## src/rtl/mem_stage_lsu.sv

```systemverilog
// Memory-stage load/store unit: aligns stores, extends loads and runs
// a req/ack handshake to variable-latency data memory, stalling meanwhile.
module mem_stage_lsu #(
  parameter int MAX_WAIT = 255
) (
  input  logic        i_clk,
  input  logic        i_rst,
  input  logic [31:0] alu_data_M,
  input  logic [31:0] st_data_M,
  input  logic [2:0]  funct3_M,
  input  logic        mem_wren_M,
  input  logic        mem_rden_M,
  output logic        o_dmem_req,
  output logic        o_dmem_we,
  output logic [31:0] o_dmem_addr,
  output logic [31:0] o_dmem_wdata,
  output logic [3:0]  o_dmem_bmask,
  input  logic        i_dmem_ack,
  input  logic [31:0] i_dmem_rdata,
  output logic [31:0] ld_data_M,
  output logic        o_ld_valid,
  output logic        o_stall,
  output logic        o_misalign,
  output logic        o_timeout
);

  localparam logic [1:0] S_IDLE = 2'd0;
  localparam logic [1:0] S_BUSY = 2'd1;
  localparam logic [1:0] S_DONE = 2'd2;
  localparam logic [7:0] LP_LAST = 8'(MAX_WAIT - 1);

  logic [1:0]  r_state;
  logic [7:0]  r_cnt;
  logic [31:0] r_addr;
  logic [31:0] r_wdata;
  logic [31:0] r_ld_data;
  logic [3:0]  r_bmask;
  logic        r_we;
  logic        r_load;
  logic [2:0]  r_f3;
  logic [1:0]  r_off;
  logic        r_misalign;
  logic        r_timeout;

  logic        w_access;
  logic        w_mis;
  logic        w_go;
  logic [31:0] w_wdata;
  logic [3:0]  w_bmask;
  logic [7:0]  w_byte;
  logic [15:0] w_half;
  logic [31:0] w_ext;

  assign w_access = mem_wren_M | mem_rden_M;
  assign w_mis = (funct3_M[1:0] == 2'b01 && alu_data_M[0])
              || (funct3_M[1]   && alu_data_M[1:0] != 2'b00);
  assign w_go = (r_state == S_IDLE) && w_access && !w_mis;

  always_comb begin
    w_wdata = st_data_M;
    w_bmask = 4'hF;
    if (mem_wren_M) begin
      unique case (funct3_M)
        3'b000: begin
          w_wdata = {4{st_data_M[7:0]}};
          w_bmask = 4'b0001 << alu_data_M[1:0];
        end
        3'b001: begin
          w_wdata = {2{st_data_M[15:0]}};
          w_bmask = 4'b0011 << {alu_data_M[1], 1'b0};
        end
        default: begin
          w_wdata = st_data_M;
          w_bmask = 4'hF;
        end
      endcase
    end
  end

  assign w_byte = 8'(i_dmem_rdata >> {r_off, 3'b000});
  assign w_half = r_off[1] ? i_dmem_rdata[31:16] : i_dmem_rdata[15:0];

  always_comb begin
    unique case (r_f3)
      3'b000:  w_ext = {{24{w_byte[7]}}, w_byte};
      3'b100:  w_ext = {24'd0, w_byte};
      3'b001:  w_ext = {{16{w_half[15]}}, w_half};
      3'b101:  w_ext = {16'd0, w_half};
      default: w_ext = i_dmem_rdata;
    endcase
  end

  always_ff @(posedge i_clk) begin
    if (i_rst) begin
      r_state    <= S_IDLE;
      r_cnt      <= 8'd0;
      r_addr     <= 32'd0;
      r_wdata    <= 32'd0;
      r_ld_data  <= 32'd0;
      r_bmask    <= 4'd0;
      r_we       <= 1'b0;
      r_load     <= 1'b0;
      r_f3       <= 3'd0;
      r_off      <= 2'd0;
      r_misalign <= 1'b0;
      r_timeout  <= 1'b0;
    end else begin
      r_misalign <= 1'b0;
      r_timeout  <= 1'b0;
      unique case (r_state)
        S_IDLE: begin
          if (w_go) begin
            r_state <= S_BUSY;
            r_cnt   <= 8'd0;
            r_addr  <= {alu_data_M[31:2], 2'b00};
            r_wdata <= w_wdata;
            r_bmask <= w_bmask;
            r_we    <= mem_wren_M;
            r_load  <= !mem_wren_M;
            r_f3    <= funct3_M;
            r_off   <= alu_data_M[1:0];
          end else if (w_access) begin
            r_misalign <= 1'b1;
            if (!mem_wren_M)
              r_ld_data <= 32'd0;
          end
        end
        S_BUSY: begin
          if (i_dmem_ack) begin
            if (r_load)
              r_ld_data <= w_ext;
            r_state <= S_DONE;
          end else if (r_cnt == LP_LAST) begin
            r_timeout <= 1'b1;
            r_ld_data <= 32'd0;
            r_state   <= S_DONE;
          end else begin
            r_cnt <= r_cnt + 8'd1;
          end
        end
        S_DONE:  r_state <= S_IDLE;
        default: r_state <= S_IDLE;
      endcase
    end
  end

  // The held instruction is still visible in DONE; it must not restart.
  assign o_stall      = !i_rst && (w_go || r_state == S_BUSY);
  assign o_dmem_req   = (r_state == S_BUSY);
  assign o_dmem_we    = r_we;
  assign o_dmem_addr  = r_addr;
  assign o_dmem_wdata = r_wdata;
  assign o_dmem_bmask = r_bmask;
  assign ld_data_M    = r_ld_data;
  assign o_ld_valid   = (r_state == S_DONE) && r_load;
  assign o_misalign   = r_misalign;
  assign o_timeout    = r_timeout;

endmodule

```

## config.mk

```make
export PLATFORM = sky130hd
export DESIGN_NAME = mem_stage_lsu
export DESIGN_NICKNAME = d
export VERILOG_FILES = /design/src/rtl/mem_stage_lsu.sv
export SDC_FILE = /design/constraint.sdc
export NUM_CORES = 1
export LEC_CHECK = 0
export ABC_AREA = 1
export BUFFER_PORTS_ARGS = -buffer_cell sky130_fd_sc_hd__buf_2
export CAP_MARGIN = 20
export CORE_MARGIN = 3
export CORE_UTILIZATION = 40
export DETAILED_ROUTE_END_ITERATION = 8
export MAX_ROUTING_LAYER = met4
export PLACE_DENSITY = 0.65
export REMOVE_ABC_BUFFERS = 1
export SLEW_MARGIN = 25
export SYNTH_ARGS = -nofsm -noshare
export SYNTH_HDL_FRONTEND = slang
export SYNTH_SLANG_ARGS = --single-unit
```

## constraint.sdc

```tcl
create_clock -name i_clk -period 1.65 [get_ports i_clk]
set_input_delay 0.0825 -clock i_clk [delete_from_list [all_inputs] [get_ports i_clk]]
set_output_delay 0.0825 -clock i_clk [all_outputs]
set_load 0.02 [all_outputs]
```

* Word level (Yosys, flattened, before mapping)
Index checks and enable logic that the tools add are counted.
** Word-level totals
- Register bits after elaboration :: 117
- Bits of input ports :: 104
- Output and inout bits :: 106
- Word-level logic and storage cells :: 80
** Operators by class
- $add $sub $neg :: 1
- Equal/unequal tests :: 16
- Shift operators :: 3
- Multiplexer cells :: 23
- Bitwise logic cells :: 3
- Reduce and logical (&&, ||, !) cells :: 22
** Operators by type and width (count)
- two-way mux 32 bit :: 7
- case mux 32 bit (2 select lines) :: 2
- case mux 32 bit (4 select lines) :: 1
- >> shifter 32 x 5 -> 8 bit :: 1
- two-way mux 8 bit :: 3
- two-way mux 16 bit :: 1
- case mux 8 bit (2 select lines) :: 1
- != test 2 bit, second input constant :: 6
- adder 8 x 1 -> 8 bit, second input constant :: 1
- equality test 8 bit, second input constant :: 1
- case mux 4 bit (2 select lines) :: 1
- equality test 3 x 1 -> 1 bit, second input constant :: 2
- equality test 3 bit, second input constant :: 2
- logical AND 1 bit :: 6
- zero test 3 bit :: 2
- two-way mux 2 bit :: 3
- AND reduction 6 bit :: 1
- OR reduction 3 bit :: 2
- equality test 2 x 1 -> 1 bit, second input constant :: 2
- two-way mux 4 bit :: 1
- case mux 2 bit (2 select lines) :: 1
- AND reduction 2 bit :: 2
- AND reduction 4 bit :: 1
- nonzero test 2 bit :: 2
- other kinds (11) :: 16

* Logic depth before layout (Yosys ltp)
- Depth in word-level cells :: 7
- Mapped depth :: 12

* Least setup slack after synthesis
No wires, ideal clock.
- Kind :: register to register
- Start :: reg r_cnt[0]
- End :: reg r_ld_data[0], in the netlist ld_data_M[0]
- Setup time :: 0.117 ns
- Arrival time :: 1.384 ns
- Required time :: 1.533 ns
- Setup slack :: 0.149 ns
- Stages on the path, launching flop included :: 13
- Buffers on the path :: 1
- Clock period less this slack :: 1.501 ns
- Cells stage by stage :: dfxtp_1 inv_1 ha_1 nand2_1 nor2_1 nand2_2 nand2_4 nand2_4 nor2_8 inv_4 buf_6 a21oi_1 nor2_1
** On the way
- Longest elaborated chain between the ends :: 3
** Ends and longest elaborated chain
- start: declaration :: RTL line 33 : logic [7:0] r_cnt;
- start signal: assignment :: RTL line 138 : r_cnt <= r_cnt + 8'd1;
- equality test 8 bit :: RTL line 133 : end else if (r_cnt == LP_LAST) begin
- != test 3 x 1 -> 1 bit (no line)
- AND reduction 6 bit (no line)
- end signal: assignment :: RTL line 131 : r_ld_data <= w_ext;
- end: declaration :: RTL line 36 : logic [31:0] r_ld_data;
Every way passes these cells.
A chain may end at the register's enable or synchronous reset.

* Worst setup path in the final report
- Start :: reg r_cnt[0]
- End :: reg r_ld_data[12], in the netlist ld_data_M[12]
The elaborated chain is that of the path after synthesis.

==> metrics.md <==
| Metric | Value |
|---|---|
| Die Height | `122 µm` |
| Ranking of synthesized cells by area | `dfxtp_1 (43%), nand2_1 (9.7%), nor2_1 (8.8%)` |
| Crit path from | `r_cnt[0]$_SDFFE_PP0P_` |
| Dpl hpwl | `between 10000 and 15000 µm` |
| Initial core utilization | `0.419` |
| Count leader, synth | `nand2_1` |
| Final ANT Viol Nets | `0` |
| Switch share | `0.302` |
| Area of the mapped netlist | `between 5000 and 6000 µm²` |
| Final net count | `1184` |
| # diodes | `0` |
| Share of the synthesized area in the top cell type | `0.434` |
| Endpoint type of the worst setup path | `register` |
| Pwr Density | `1090 nW/µm²` |
| Initial antenna violation count | `0` |
| Gate Count Post-Synth | `a little under 800` |
| Core box area | `12900 µm²` |
| Utilization after layout | `0.658` |
| Final period utilization | `0.996` |
| Routed WL | `18700 µm` |
| Distinct cells, synth | `33` |
| Die ar. | `14900 µm²` |
| GP Congestion | `between 0.9 and 1` |
| FMAX | `608 MHz` |
| Design internal power | `0.00644 W` |
| Total CTS buffers | `17` |
| H-tree depth | `4` |
| Total track usage | `0.247` |
| Clock skew | `0.00649 ns` |
| RSZ-0062 raised after global routing | `true` |
| Top Usage Layer GRT | `met2` |
| Met3 usage | `0.0761` |
| Fin crit period | `1.64 ns` |
| Static leakage | `between 3 and 4 nW` |
| Gr ovfl total | `0` |
| Hold_sp | `st_data_M[16]` |
| Clock buffer depth | `2` |
| First-pass DRT Iterations | `5` |
| CP required | `1.95 ns` |
| Asr flop ratio synth | `0` |
| Hold Crit Class | `in2reg` |
| Seq/Total Area, Yosys | `0.434` |
| Register bit total from synthesis | `117` |
| Worst path arrival time | `1.94 ns` |
| Post-synth top cells | `nand2_1 (139), nor2_1 (127), dfxtp_1 (117), o21ai_0 (87), a21oi_1 (78)` |
| CTS Sinks | `117` |
| Clock Tree Root | `clkbuf_16` |
| DR iter-0 viols | `402` |
| Synth Area per Inst | `roughly 7 µm²` |
| Status | `finished clean` |
| Worst vdd ir | `749 µV` |
| Latest clock arrival within the worst-skew pair | `0.41 ns` |
| Final hold viol count | `0` |
| Ys flop type | `dfxtp_1` |
| Largest net degree at the start of global routing | `about 40` |
| Crit Path Category | `reg2reg` |
| Total number of yosys warnings | `0` |
| First-pass GRT wire length | `between 20000 and 30000 µm` |
| Worst-path clk slew | `0.05 ns` |
| Post-synth EDFFs | `0` |
| Max-Cap Viols | `0` |
| Layout area overhead | `57.2%` |
| Slew Limit Fails | `0` |
| Crit path launch type | `register` |
| Cell area after layout | `8480 µm²` |
| Clk pwr share | `0.404` |
| Die width | `122 µm` |
| WL/cell | `14.8 µm` |
| Met2 Use GR | `0.394` |
| Switch Pwr | `about 0.0028 W` |
| Share of cells above drive strength 1 | `0.338` |
| # port buffers | `207` |
| DRC viols | `0` |
| Sequential Power Share | `0.347` |
| Via/cell ratio | `a little over 5` |
| Largest fanout on the critical path | `16` |
| Reg2reg start | `r_cnt[0]$_SDFFE_PP0P_` |
| Cell taking the most area after synthesis | `dfxtp_1` |
| Vias | `6357` |
| Comb power frac | `0.249` |
| Number of global-route vias before repair | `5932` |
| I/O pins | `210` |
| Fillers | `1137` |
| CTS tree | `yes` |
| Num rows | `41` |
| Placed standard-cell area | `6750 µm²` |
| Met1 global-route usage | `0.297` |
| Final setup viols | `0` |
stage by stage:
step | hold WS, ns | TNS (ns) | setup WS [ns] | total power (W) | cells
global route | 0.0176 | -1.74 | -0.0780 | 0.00963 | 1263
global placement | 0.309 | 0 | 0.107 | 0.00511 | 1148
finish | 0.00947 | 0 | 0.00596 | 0.00923 | 1263
detailed placement | 0.307 | 0 | 0.0754 | 0.00512 | 1148
floorplan | 0.152 | -9.52 | -0.258 | 0.00431 | 730
CTS | 0.00218 | 0 | 0.0107 | 0.00898 | 1247
kinds of logic after synthesis:
| kind of cell | after synthesis | share of synthesized area |
|---|---|---|
| other | 1 | 0.000695 |
| AND/OR/NAND/NOR | 354 | 0.282 |
| adder cells (fa/ha/maj) | 2 | 0.00464 |
| AO/OA/AOI/OAI | 197 | 0.191 |
| buffers and inverters | 101 | 0.0877 |
| flip-flops | 117 | 0.434 |
what timing repair did:
action,CTS,global route
setup buffers,2,11
cloned,0,5
pin swaps,2,22
endpoints found under the hold margin,65,0
hold buffers,65,0
endpoints found under the setup margin,1,69
resized for setup,4,65
power by group through the flow:
stage | Combinational (W) | Sequential, W | Clock, W
finish | 0.00230 | 0.00320 | 0.00373
global route | 0.00249 | 0.00323 | 0.00391
CTS | 0.00201 | 0.00320 | 0.00378
detailed placement | 0.00187 | 0.00325 | 0
global placement | 0.00186 | 0.00325 | 0
floorplan | 0.000779 | 0.00353 | 0
routing by layer:
metal / part of all wire / routed length (µm)
met4: 0.021 / 393
met2: 0.47 / 8860
met5: 0 / 0
met1: 0.42 / 7800
met3: 0.088 / 1640
layout by cell type, fill, tap and decap left out, types with 9 or more instances in the layout:
cell           instances
a21oi_1               62
a21oi_2               17
a31oi_1               11
buf_2                206
buf_4                 44
clkbuf_16             20
dfxtp_1              113
dlygate4sd3_1         65
inv_1                 46
nand2_1              133
nand3_1               40
nor2_1               122
nor2_2                 9
nor3_1                14
o21ai_0               83
o21ai_1               12
final cells by class:
type,count,area [µm²],share of cell area
clock buffers,25,515,0.0608
clock inverters,7,92.6,0.0109
inverters,58,236,0.0279
multi-input cells,555,2800,0.330
flip-flops and latches,117,2350,0.277
well taps,172,215,0.0254
repair buffers,328,2260,0.267
repair inverters,1,11.3,0.00133
flip-flops by register name, indices dropped and copies added, names as in the netlist, 2 cells and up:
name,cells
ld_data_M,32
o_dmem_wdata,32
r_f3,3
r_off,2
o_dmem_addr,30
r_state,2
o_dmem_bmask,4
r_cnt,8
worst max-delay path, stage by stage (launching register included):
cell and delay, ns:
dfxtp_2 0.32, inv_2 0.07, ha_4 0.12, nand2_2 0.05, nor2_2 0.11, nand2_2 0.09, nand2_4 0.09, nand2_4 0.07
nor2_8 0.13, buf_4 0.16, clkinv_8 0.11, a21oi_1 0.14, nor2_1 0.07
final timing paths:
kind / endpoint / slack, ns / cells after the start
worst max-delay path: ld_data_M[12]$_SDFFE_PP0P_ / 0.006 / 12
worst min-delay path: o_dmem_wdata[16]$_SDFFE_PP0P_ / 0.009 / 3
worst max register to register: ld_data_M[12]$_SDFFE_PP0P_ / 0.006 / 12
worst min register to register: o_dmem_wdata[5]$_SDFFE_PP0P_ / 0.45 / 2
Note: power is estimated with default switching activity, not from simulation.
